==> config.mk <==
export PLATFORM = sky130hd
export DESIGN_NAME = gtech_prbs_engine
export DESIGN_NICKNAME = d
export VERILOG_FILES = /design/src/rtl/gtech_prbs_engine.sv
export SDC_FILE = /design/constraint.sdc
export NUM_CORES = 1
export LEC_CHECK = 0
export ABC_AREA = 1
export CORE_UTILIZATION = 51
export CTS_CLUSTER_SIZE = 12
export DETAILED_ROUTE_END_ITERATION = 10
export GPL_TIMING_DRIVEN = 0
export PLACE_DENSITY_LB_ADDON = 0.3
export SETUP_SLACK_MARGIN = 0.15
export SLEW_MARGIN = 20
export SYNTH_ARGS = -nofsm -noshare
export SYNTH_HDL_FRONTEND = slang
export SYNTH_SLANG_ARGS = --single-unit
==> constraint.sdc <==
create_clock -name CP -period 22.1 [get_ports CP]
set_input_delay 4.42 -clock CP [delete_from_list [all_inputs] [get_ports CP]]
set_output_delay 4.42 -clock CP [all_outputs]
set_load 0.02 [all_outputs]
==> src/rtl/gtech_prbs_engine.sv <==
// PRBS7/15/23/31 generator plus self-synchronising checker; GTECH_PRBS_INVERT_EN selects inverted polarity.
// Z registered one cycle after load, stalls on Z_READY low; checker has no backpressure, status one cycle after A.
module gtech_prbs_engine #(
  parameter int POLY       = 7,
  parameter int DW         = 8,
  parameter int LOCK_BITS  = 64,
  parameter int LOSS_WORDS = 4
) (
  input  logic          CP,
  input  logic          RST,
  input  logic          GEN_EN,
  output logic [DW-1:0] Z,
  output logic          Z_VALID,
  input  logic          Z_READY,
  input  logic [DW-1:0] A,
  input  logic          A_VALID,
  input  logic          CLR_ERR,
  output logic          LOCKED,
  output logic [15:0]   ERR_CNT,
  output logic          ERR_PULSE
);

  localparam int T2 = (POLY == 7)  ? 6  :
                      (POLY == 15) ? 14 :
                      (POLY == 23) ? 18 : 28;
  localparam int MW = $clog2(LOCK_BITS + 1);
  localparam int LW = $clog2(LOSS_WORDS + 1);
  localparam int NW = $clog2(DW + 1);
  localparam logic [MW-1:0] LOCK_MAX = MW'(LOCK_BITS);
  localparam logic [LW-1:0] LOSS_MAX = LW'(LOSS_WORDS);

  generate
    if (!(POLY == 7 || POLY == 15 || POLY == 23 || POLY == 31)) begin : g_bad_poly
      $error("gtech_prbs_engine: POLY must be 7, 15, 23 or 31");
    end
  endgenerate

  typedef enum logic {ST_SEARCH, ST_LOCKED} state_t;

  state_t          state, state_nxt;
  logic [POLY-1:0] gen_lfsr, gen_nxt;
  logic [DW-1:0]   gen_word;
  logic            gen_load;
  logic [POLY-1:0] chk_lfsr, chk_nxt, chk_d;
  logic [MW-1:0]   match_cnt, match_nxt, match_d;
  logic [LW-1:0]   loss_cnt, loss_d, loss_inc;
  logic [NW-1:0]   nerr;
  logic [15:0]     err_d;
  logic [16:0]     err_sum;
  logic            pulse_d;
  logic [DW-1:0]   a_in;
  logic            pred_bit;
  logic            miss_bit;

  // Generator: DW LFSR steps unrolled in one cycle
  always_comb begin
    gen_nxt  = gen_lfsr;
    gen_word = '0;
    for (int i = 0; i < DW; i++) begin
      gen_word[i] = gen_nxt[POLY-1] ^ gen_nxt[T2-1];
      gen_nxt     = {gen_nxt[POLY-2:0], gen_word[i]};
    end
  end

  assign gen_load = GEN_EN && (!Z_VALID || Z_READY);

  always_ff @(posedge CP or posedge RST) begin
    if (RST) begin
      gen_lfsr <= '1;
      Z        <= '0;
      Z_VALID  <= 1'b0;
    end else if (gen_load) begin
      gen_lfsr <= gen_nxt;
`ifdef GTECH_PRBS_INVERT_EN
      Z        <= ~gen_word;
`else
      Z        <= gen_word;
`endif
      Z_VALID  <= 1'b1;
    end else if (Z_READY) begin
      Z_VALID  <= 1'b0;
    end
  end

`ifdef GTECH_PRBS_INVERT_EN
  assign a_in = ~A;
`else
  assign a_in = A;
`endif

  // Checker word step: SEARCH seeds from received bits, LOCKED free-runs on predictions
  always_comb begin
    chk_nxt   = chk_lfsr;
    match_nxt = match_cnt;
    nerr      = '0;
    pred_bit  = 1'b0;
    miss_bit  = 1'b0;
    for (int i = 0; i < DW; i++) begin
      pred_bit = chk_nxt[POLY-1] ^ chk_nxt[T2-1];
      miss_bit = a_in[i] ^ pred_bit;
      if (state == ST_SEARCH) begin
        if (miss_bit)
          match_nxt = '0;
        else if (match_nxt != LOCK_MAX)
          match_nxt = match_nxt + MW'(1);
        chk_nxt = {chk_nxt[POLY-2:0], a_in[i]};
      end else begin
        nerr    = nerr + NW'(miss_bit);
        chk_nxt = {chk_nxt[POLY-2:0], pred_bit};
      end
    end
  end

  always_comb begin
    state_nxt = state;
    chk_d     = chk_lfsr;
    match_d   = match_cnt;
    loss_d    = loss_cnt;
    err_d     = ERR_CNT;
    pulse_d   = 1'b0;
    loss_inc  = loss_cnt + LW'(1);
    err_sum   = {1'b0, ERR_CNT} + 17'(nerr);
    if (A_VALID) begin
      chk_d = chk_nxt;
      if (state == ST_SEARCH) begin
        match_d = match_nxt;
        if (match_nxt == LOCK_MAX) begin
          state_nxt = ST_LOCKED;
          loss_d    = '0;
        end
      end else begin
        err_d   = err_sum[16] ? 16'hFFFF : err_sum[15:0];
        pulse_d = (nerr != '0);
        if (nerr != '0) begin
          loss_d = loss_inc;
          if (loss_inc == LOSS_MAX) begin
            state_nxt = ST_SEARCH;
            match_d   = '0;
          end
        end else begin
          loss_d = '0;
        end
      end
    end
    if (CLR_ERR)
      err_d = '0;
  end

  always_ff @(posedge CP or posedge RST) begin
    if (RST) begin
      state     <= ST_SEARCH;
      chk_lfsr  <= '1;
      match_cnt <= '0;
      loss_cnt  <= '0;
      ERR_CNT   <= '0;
      ERR_PULSE <= 1'b0;
    end else begin
      state     <= state_nxt;
      chk_lfsr  <= chk_d;
      match_cnt <= match_d;
      loss_cnt  <= loss_d;
      ERR_CNT   <= err_d;
      ERR_PULSE <= pulse_d;
    end
  end

  assign LOCKED = (state == ST_LOCKED);

endmodule

# ---- After elaboration in Yosys (flattened, before gate mapping)
# Cells that the tools add are included.
dict set report totals {
  elab_cells 131
  inputBits 14
  out_inout_bits 27
  regBits 51
}
dict set report classes {
  n_bitwise 24
  n_reduce_logical 11
  n_mux 58
  eq_ne 12
  n_addsub 17
}
# cell count
set ops {}
lappend ops {{7-bit two-way mux} 27}
lappend ops {{16-bit two-way mux} 4}
lappend ops {{7-bit by 1-bit adder with 7-bit output, second input constant} 8}
lappend ops {{7-bit != test, second input constant} 8}
lappend ops {{4-bit by 1-bit adder with 4-bit output} 7}
lappend ops {{4-bit two-way mux} 7}
lappend ops {{1-bit XOR} 24}
lappend ops {{16-bit by 4-bit adder with 17-bit output} 1}
lappend ops {{1-bit two-way mux} 17}
lappend ops {{3-bit two-way mux} 3}
lappend ops {{2-bit nonzero test} 4}
lappend ops {{7-bit == test, second input constant} 1}
lappend ops {{2-bit by 1-bit != test with 1-bit output, second input constant} 2}
lappend ops {{2-bit AND reduction} 2}
lappend ops {{4-bit nonzero test} 1}
lappend ops {{3-bit by 1-bit adder with 3-bit output, second input constant} 1}
lappend ops {{3-bit == test, second input constant} 1}
lappend ops {{3-bit AND reduction} 1}
lappend ops {{1-bit logical AND} 1}
lappend ops {{1-bit logical NOT} 1}
lappend ops {{1-bit logical OR} 1}

# ---- Depth between registers and ports, before layout
dict set report logic_depth {
  ltp_word 35
  depth_mapped 71
  depth_no_buf 71
}

# ---- Worst setup path after synthesis
# OpenSTA, ideal clock, no wires.
dict set report synth_path {
  path_type {input port to flip-flop}
  startpoint {input A[0]}
  endpoint {register loss_cnt[2]}
  t_arrival_ns 10.285
  setup_ns 0.117
  t_required_ns 21.983
  cell_stages 64
  n_path_buf 0
  slack_ns 11.698
  path_cell_list {inv_1 > nand3_2 > nand2_2 > nor2_1 > nand2_1 > nand2_1 > ha_1 > nand3_1 > and2_1 > ha_1 > nand3_1 > nor2_1 > nand3_4 > a21oi_4 > nor2_8 > inv_1 > ha_1 > nand3_1 > [... 28 more ...] > nand3_2 > nand3_1 > nand2_1 > nor2_4 > inv_1 > ha_1 > nand3_1 > nor2_1 > nand3_1 > nand2_1 > nand2_1 > nand2_1 > nor2_2 > nor2_2 > nand2_4 > nand2_4 > nand2_1 > nand2_1}
}
dict set report synth_via {
  elab_chain_len 34
  word_cells_on_any_way 64
  classes_between {14 x add/sub; 8 x eq/ne; 34 x mux; 5 x bitwise; 3 x reduce/logical}
}
# element line
set synth_lines {}
lappend synth_lines {{from (decl)} 15} ;# input logic [DW-1:0] A,
lappend synth_lines {{1-bit XOR} 100} ;# miss_bit = a_in[i] ^ pred_bit;
lappend synth_lines {{7-bit two-way mux} 102} ;# if (miss_bit)
lappend synth_lines {{7-bit two-way mux} 101} ;# if (state == ST_SEARCH) begin
lappend synth_lines {{7-bit by 1-bit adder with 7-bit output / 7-bit != test (equally long branches)} {105, 104}}
lappend synth_lines {{7-bit two-way mux} 104} ;# else if (match_nxt != LOCK_MAX)
lappend synth_lines {{7-bit two-way mux} 102}
lappend synth_lines {{7-bit two-way mux} 101}
lappend synth_lines {{7-bit by 1-bit adder with 7-bit output / 7-bit != test (equally long branches)} {105, 104}}
lappend synth_lines {{[... 18 more ...]} --}
lappend synth_lines {{7-bit two-way mux} 101}
lappend synth_lines {{7-bit by 1-bit adder with 7-bit output / 7-bit != test (equally long branches)} {105, 104}}
lappend synth_lines {{7-bit two-way mux} 104}
lappend synth_lines {{7-bit two-way mux} 102}
lappend synth_lines {{7-bit two-way mux} 101}
lappend synth_lines {{7-bit == test} 127} ;# if (match_nxt == LOCK_MAX) begin
lappend synth_lines {{2-bit nonzero test (no line)} --}
lappend synth_lines {{2-bit AND reduction (no line)} --}
lappend synth_lines {{to (signal assigned)} 161} ;# loss_cnt <= loss_d;
lappend synth_lines {{to (decl)} 46} ;# logic [LW-1:0] loss_cnt, loss_d, loss_inc;
# Parallel ways exist; a longest one is shown, timed or not.
# A chain may end at the register's enable or synchronous reset.

# ---- Worst setup path in the final report
# Ends and elaborated chain as after synthesis.

==> results.sh <==
export IMPL_cts_tree="yes"
export IMPL_rr_endpoint="ERR_CNT[2]"
export IMPL_initial_core_util_pct=52.67
export IMPL_max_stage_delay_ns=0.46
export IMPL_path_clk_slew_ns=0.08
export IMPL_endpoint_kind="register"
export IMPL_wl_per_cell_um=12.86
export IMPL_cpMostUsedCell="nand2_1"
export IMPL_slowest_stage="clkdlybuf4s50_1"
export IMPL_yosys_top_cells_count="nand2_1, inv_1, nand3_1, nor2_1, o21ai_0"
export IMPL_fillCellCount=1078
export IMPL_clk_path_buf_depth=2
export IMPL_cts_sinks=51
export IMPL_worstHoldPathCells=2
export IMPL_cts_inserted_buffers=5
export IMPL_clk_latency_ns=0.29
export IMPL_fin_ws_ns=10.56
export IMPL_diodes=0
export IMPL_grt_pass1_vias=5163
export IMPL_tns_ns=0
export IMPL_num_rows=38
export IMPL_grt_pass1_wl_um=23490
export IMPL_yosys_area_top_type_share_pct=16.08
export IMPL_outcome="complete, no violations"
export IMPL_fmax_ghz=0.08667
export IMPL_area_growth_pct=12.99
export IMPL_remaining_drc_errors=0
export IMPL_layout_nets=989
export IMPL_final_area_um2=6507
export IMPL_placed_area_um2=6355
export IMPL_ys_flop_type="dfrtp_1"
export IMPL_crit_type="in -> reg"
export IMPL_rr_worst_depth=44
export IMPL_syn_area_um2=5759
export IMPL_critPathMaxFanout=7
export IMPL_ys_seq_elements=51
export IMPL_r2r_slack_ns=13.24
export IMPL_hp_class="reg -> reg"
export IMPL_synth_largest_area_cell="dfrtp_1"
export IMPL_gp_congestion=0.9328
export IMPL_yosysMostFrequentCell="nand2_1"
export IMPL_dpl_worst_slack_ns=10.39
export IMPL_worstReg2RegStart="LOCKED"
export IMPL_hold_violations=0
export IMPL_gr_total_overflow=0
export IMPL_grt_usage_pct=24.64
export IMPL_synth_edf_count=0
export IMPL_grt_max_degree=33
export IMPL_cp_start_kind="input pin"
export IMPL_drt_iter0_markers=465
export IMPL_maxCapViolations=0
export IMPL_htree_levels=2
export IMPL_port_buffers=40
export IMPL_ios=41
export IMPL_die_area_um2=11720
export IMPL_die_w_um=108.3
export IMPL_relSlewSlack_pct=35.24
export IMPL_syn_nets=941
export IMPL_max_slew_worst_pin_slew_ns=0.9625
export IMPL_setup_violations=0
export IMPL_final_max_slew_violation_count=0
export IMPL_grt_antenna_before_repair=0
export IMPL_skew_ns=0.006411
export IMPL_coreArea_um2=10940
export IMPL_rsz0062_at_grt="no"
export IMPL_yosysWarnings=0
export IMPL_syn_inst=892
export IMPL_ys_seq_area_share_pct=22.46
export IMPL_final_min_clock_period_ns=11.54
export IMPL_drive_above_1_share_pct=14.77
export IMPL_fin_util_pct=59.51
export IMPL_yosysUniqueCellTypes=48
export IMPL_min_period_over_period_pct=52.21
export IMPL_die_y_um=108.3
export IMPL_routed_wl_um=13910
export IMPL_crit_family="simple AND/OR/NAND/NOR gates"
export IMPL_cts_hold_buf=0
export IMPL_hpwlAfterDp_um=10730
export IMPL_yosys_top_cells_area="dfrtp_1, nand2_1, nand3_1"
export IMPL_post_cts_resized=0
export IMPL_cp_data_required_time_ns=22.29
export IMPL_firstDrtPassIters=5
export IMPL_vias=5833
export IMPL_cts_setup_buffers=0
export IMPL_async_flop_share_pct=100.0
export IMPL_avgSynthCellArea_um2=6.457
export IMPL_hold_start="chk_lfsr[0]"
export IMPL_cts_root_buf="clkbuf_16"
export IMPL_hold_path_end="chk_lfsr[0]"
export IMPL_arrival_ns=11.72
export IMPL_ant_nets=0
export IMPL_routed_via_density=5.396
export IMPL_cp_buffers_inverters=7
stage by stage:
stage	cells	hold slack [ns]
final	1081	0.5015
after global routing	1081	0.5312
after CTS	1081	0.5046
after detailed placement	1073	0.4933
after global placement	1072	0.4777
after floorplan	892	0.4693
cells in the final DEF, fill, tap and decap left out, types with 5 or more instances in the layout:
master,instances
nand2_2,27
inv_1,122
o21ai_0,47
clkbuf_1,10
inv_2,9
nand2_1,205
nor3_1,8
o22ai_1,10
nor2_4,8
nand4_1,21
nand3_2,20
nand3_1,97
xor2_1,17
dfrtp_1,37
clkdlybuf4s50_1,40
buf_2,8
nor2_2,13
o21ai_1,6
ha_1,34
xnor2_1,10
a21oi_2,9
clkbuf_16,5
dfstp_2,14
a21oi_1,23
nor2_1,97
worst max path at each step:
stage          slack, ns  from     endpoint  cells after the start
2_1_floorplan      11.70  A[0]  loss_cnt[2]                     64
3_3_place_gp       10.43  A[0]  loss_cnt[1]                     67
3_5_place_dp       10.39  A[0]  loss_cnt[2]                     67
4_1_cts            10.61  A[0]  loss_cnt[2]                     67
5_1_grt             9.71  A[0]  loss_cnt[2]                     65
6_report           10.56  A[0]  loss_cnt[2]                     67
sequential cells by signal, indices dropped and copies added (netlist names):
signal,cells
ERR_CNT,16
ERR_PULSE,1
LOCKED,1
Z,8
Z_VALID,1
chk_lfsr,7
gen_lfsr,7
loss_cnt,3
match_cnt,7
worst min-delay path: stages (launching register included):
cell and delay [ns]:
dfstp_2 0.39, nand2_1 0.06, nand2_1 0.05
layer usage:
layer  up-vias  GRT usage (%)  wire, um
li1       2969              -         -
met5         -              0         0
met3        13          2.049       598
met4         0          3.571       125
met2       144          43.18      6632
met1      2707          33.68      6550
cells by family after synthesis:
family | count (synthesis) | synth area share, %
multiplexers | 1 | 0.1955
AO/OA/AOI/OAI | 106 | 10.82
adder cells (fa/ha/maj) | 35 | 7.734
XOR/XNOR | 29 | 4.671
buffers and inverters | 158 | 10.84
AND/OR/NAND/NOR | 512 | 43.28
flip-flops | 51 | 22.46
cell type report:
class | instances | area [um^2] | area share, %
tap | 140 | 175.2 | 2.692
timing repair buffer | 41 | 420.4 | 6.460
sequential | 51 | 1294 | 19.88
inverter | 134 | 505.5 | 7.768
buffer | 24 | 118.9 | 1.827
multi-input combinational | 683 | 3841 | 59.03
clock inverter | 3 | 27.53 | 0.4230
clock buffer | 5 | 125.1 | 1.923
Power is not shown: default switching activity piles up to over one toggle a cycle in this logic, so the estimate is an artifact.
